$ cat src/rtl/demux_pkg.sv
// Shared types and constants for the 1-to-4 N-bit demultiplexer.
// Lane indices double as the encoding of the 2-bit select input.
package demux_pkg;

  localparam int NUM_LANES = 4;

  typedef enum logic [1:0] {
    LANE_A = 2'd0,
    LANE_B = 2'd1,
    LANE_C = 2'd2,
    LANE_D = 2'd3
  } lane_e;

endpackage : demux_pkg

$ cat src/rtl/demux_lane_reg.sv
// One output lane of the demux: a BUS_WIDTH register that captures y when
// its lane is selected and clears to zero otherwise, every cycle.
module demux_lane_reg
  import demux_pkg::*;
#(
  parameter int    BUS_WIDTH = 8,
  parameter lane_e LANE_IDX  = LANE_A
) (
  input  logic                 clk,
  input  logic                 rst_n,
  input  logic [BUS_WIDTH-1:0] y,
  input  lane_e                sel,
  output logic [BUS_WIDTH-1:0] q
);

  logic [BUS_WIDTH-1:0] lane_d;
  logic [BUS_WIDTH-1:0] lane_q;

  // No hold state: a deselected lane is forced to zero rather than kept.
  always_comb begin
    lane_d = '0;
    if (sel == LANE_IDX) begin
      lane_d = y;
    end
  end

  always_ff @(posedge clk or negedge rst_n) begin
    if (!rst_n) begin
      lane_q <= '0;
    end else begin
      lane_q <= lane_d;
    end
  end

  assign q = lane_q;

endmodule : demux_lane_reg

$ cat src/rtl/demux_nbit_x4.sv
// Registered 1-to-4 demultiplexer: y is steered to lane a/b/c/d by sel with
// one cycle of latency. Free-running, no handshake and no backpressure.
module demux_nbit_x4
  import demux_pkg::*;
#(
  parameter int BUS_WIDTH = 8
) (
  input  logic                 clk,
  input  logic                 rst_n,
  input  logic [BUS_WIDTH-1:0] y,
  input  logic [1:0]           sel,
  output logic [BUS_WIDTH-1:0] a,
  output logic [BUS_WIDTH-1:0] b,
  output logic [BUS_WIDTH-1:0] c,
  output logic [BUS_WIDTH-1:0] d
);

  lane_e                sel_lane;
  logic [BUS_WIDTH-1:0] lane_out [NUM_LANES];

  assign sel_lane = lane_e'(sel);

  for (genvar i = 0; i < NUM_LANES; i++) begin : g_lane
    demux_lane_reg #(
      .BUS_WIDTH (BUS_WIDTH),
      .LANE_IDX  (lane_e'(i))
    ) u_lane (
      .clk   (clk),
      .rst_n (rst_n),
      .y     (y),
      .sel   (sel_lane),
      .q     (lane_out[i])
    );
  end

  assign a = lane_out[0];
  assign b = lane_out[1];
  assign c = lane_out[2];
  assign d = lane_out[3];

  // An unknown select would make the loaded lane ambiguous.
  a_sel_known: assert property (@(posedge clk) disable iff (!rst_n) !$isunknown(sel))
    else $error("demux_nbit_x4: sel is X/Z while out of reset");

endmodule : demux_nbit_x4

$ cat config.mk
export PLATFORM = sky130hd
export DESIGN_NAME = demux_nbit_x4
export DESIGN_NICKNAME = d
export VERILOG_FILES = /design/src/rtl/demux_pkg.sv /design/src/rtl/demux_lane_reg.sv /design/src/rtl/demux_nbit_x4.sv
export SDC_FILE = /design/constraint.sdc
export NUM_CORES = 1
export LEC_CHECK = 0
export CORE_MARGIN = 2
export CORE_UTILIZATION = 42
export DETAILED_ROUTE_END_ITERATION = 7
export PLACE_DENSITY = 0.78
export SETUP_SLACK_MARGIN = 0.02
export SYNTH_ARGS = -nofsm -noshare
export SYNTH_HDL_FRONTEND = slang
export SYNTH_SLANG_ARGS = --single-unit
$ cat constraint.sdc
create_clock -name clk -period 0.8 [get_ports clk]
set_input_delay 0.16 -clock clk [delete_from_list [all_inputs] [get_ports clk]]
set_output_delay 0.16 -clock clk [all_outputs]
set_load 0.05 [all_outputs]
==> impl_metrics.json <==
{
  "status": "complete, but fails checks",
  "violations": "negative setup slack",
  "max_cap_violations": 0,
  "core-area_mm2": 0.00250,
  "drc": 0,
  "largest_reg_flops": 32,
  "area_growth_pct": 81.0,
  "rows": 18,
  "use_met1_pct": 22.2,
  "synth-seq-cells": 32,
  "gp_congestion": 0.734,
  "grt_usage_pct": 19.1,
  "grt_max_degree": 33,
  "power_frac_clock_pct": 27.4,
  "hold_class": "input port to async pin",
  "critical_path.slowest_cell": "dfrtp_1",
  "synth_area_leaders": "dfrtp_1, and3b_1, buf_6",
  "htree_levels": 2,
  "crit_type": "flop to primary output",
  "slowest_delay_ns": 0.43,
  "cts_buffer_depth": 2,
  "final_antenna_net_count": 0,
  "cp_max_fo": 1,
  "clockRootBuffer": "clkbuf_4",
  "fmax_ghz": 0.919,
  "crit_buf_inv": 1,
  "cts_setup_buffers": 0,
  "cts_sinks": 32,
  "cts_tree": "done",
  "p_int_mw": 2.49,
  "cp_top_family": "flip-flops",
  "start_kind": "flop",
  "relSlewSlack_pct": 83.1,
  "grt.busiest_layer": "met2",
  "combPwrFrac_pct": 22.0,
  "netlist_area_mm2": 0.00112,
  "die-area_mm2": 0.00310,
  "p_sw_uw": 945,
  "setup_ws_ns": -0.288,
  "dp_hpwl_um": 1570,
  "place_area_mm2": 0.00190,
  "fill_cells": 124,
  "p_sw_share_pct": 27.5,
  "power_density_mw_per_mm2": 1690,
  "synth_top_area_cell": "dfrtp_1",
  "grt_pass1_wl_um": 4240,
  "gr-total-overflow": 0,
  "synth.distinct_cells": 6,
  "postLayoutCellArea_mm2": 0.00203,
  "io_pins": 44,
  "first_pass_iters": 3,
  "synth_warnings": 0,
  "antenna_found_initial": 0,
  "nets": 131,
  "dieHeight_um": 55.7,
  "rsz0062_at_grt": "yes",
  "grt_util_met2_pct": 31.8,
  "finalHoldViolations": 0,
  "synth_area_per_cell_um2": 16.0,
  "arrival_ns": 0.93,
  "fin_cells": 150,
  "die_x_um": 55.7,
  "gr-usage-met3_pct": 5.58,
  "seq_power_share_pct": 50.6,
  "initial_utilization_pct": 44.9,
  "seq_area_frac_synth_pct": 71.3,
  "yosysTopAreaCellShare_pct": 71.3,
  "via_count": 728,
  "antenna_cells": 0,
  "cts-hold-fix-buffers": 0,
  "place_inst": 140,
  "drive_gt1_share_pct": 40.8,
  "clk_pin_slew_ns": 0.10,
  "wl_per_cell_um": 17.4,
  "initialDrtViolationCount": 11,
  "layout_min_cycle_time_ns": 1.09,
  "worst_pin_slew_ns": 0.253,
  "ir_drop_mv": 1.63,
  "port_buffers": 43,
  "crit_required_ns": 0.64,
  "fin_crit_sh_pct": 136,
  "numCtsBuffers": 5,
  "syn-num-nets": 82,
  "setup_viol": 32,
  "drv_slew": 0,
  "cp_cell_sequence": "buf_12",
  "synth_cells": 70,
  "totalWireLength_um": 2610,
  "grt_pass1_vias": 757,
  "end_kind": "primary output",
  "routed_via_density": 4.85,
  "p_leak_nw": 1.02
}
## area by class of cell
| cell class | instances | area, um2 | area share [%] |
|---|---|---|---|
| clock buffer | 6 | 51.3 | 2.52 |
| clock inverter | 2 | 10.0 | 0.493 |
| multi-input combinational | 32 | 259 | 12.7 |
| sequential | 32 | 801 | 39.4 |
| tap | 30 | 37.5 | 1.85 |
| timing repair buffer | 48 | 873 | 43.0 |
## cell usage in the layout (no fill, tap or decap), types with 2 or more instances in the layout
master,netlist,final
bufbuf_16,0,2
and3b_2,3,3
clkdlybuf4s50_1,0,9
nor3b_1,8,7
buf_12,0,35
clkinv_2,0,2
dfrtp_1,32,32
and3_1,8,8
and3b_1,13,13
dlygate4sd2_1,0,2
clkbuf_4,0,5
## power by group through the flow
stage          logic, mW  registers (mW)  clock network, mW
3_5_place_dp       0.710            1.77                  0
6_report           0.756            1.73              0.940
3_3_place_gp       0.694            1.76                  0
4_1_cts            0.755            1.73              0.958
2_1_floorplan      0.105            1.95                  0
5_1_grt            0.785            1.74               1.07
## repair_timing
action,CTS,global route
gates cloned,2,0
endpoints found under the hold margin,0,0
endpoints found under the setup margin,41,32
resized for setup,3,0
## through the flow
| stage | setup TNS, ns | hold WS [ns] | utilization, % | total power, mW | setup WS [ns] |
|---|---|---|---|---|---|
| 3_3_place_gp | -9.31 | 0.540 | 76.1 | 2.46 | -0.348 |
| 2_1_floorplan | 0 | -0.136 | - | 2.06 | 0.0541 |
| 3_5_place_dp | -10.01 | 0.542 | 76.1 | 2.48 | -0.377 |
| 6_report | -8.14 | 0.182 | 81.3 | 3.43 | -0.288 |
| 5_1_grt | -9.58 | 0.168 | 81.3 | 3.59 | -0.333 |
| 4_1_cts | -8.65 | 0.172 | 81.3 | 3.45 | -0.300 |
## kinds of logic after synthesis
family / share of synthesized area (%)
buf+inv: 6.02
flops: 71.3
simple gates: 22.6
## Yosys cell counts (all sizes together)
library cell,number
and3,8
buf,6
and3b,16
nor3b,8
dfrtp,32
## metal layers
| layer | vias to the layer above | part of all wire, % | routed length [um] |
|---|---|---|---|
| li1 | 339 | - | - |
| met1 | 355 | 40 | 1050 |
| met2 | 32 | 54 | 1410 |
| met3 | 2 | 5.1 | 133 |
| met4 | 0 | 0.88 | 23 |
| met5 | - | 0 | 0 |
## final timing paths
kind                                            startpoint                              end  slack (ns)  cells after the start
max                        g_lane[0].u_lane.q[1]$_DFF_PN0_                             a[1]       -0.29                      1
min                                                  rst_n  g_lane[3].u_lane.q[1]$_DFF_PN0_        0.18                      2
min in group clk                                    sel[1]  g_lane[2].u_lane.q[1]$_DFF_PN0_        0.45                      3
max in group asynchronous                            rst_n  g_lane[2].u_lane.q[3]$_DFF_PN0_        0.45                      2
(Power assumes the default switching activity.)
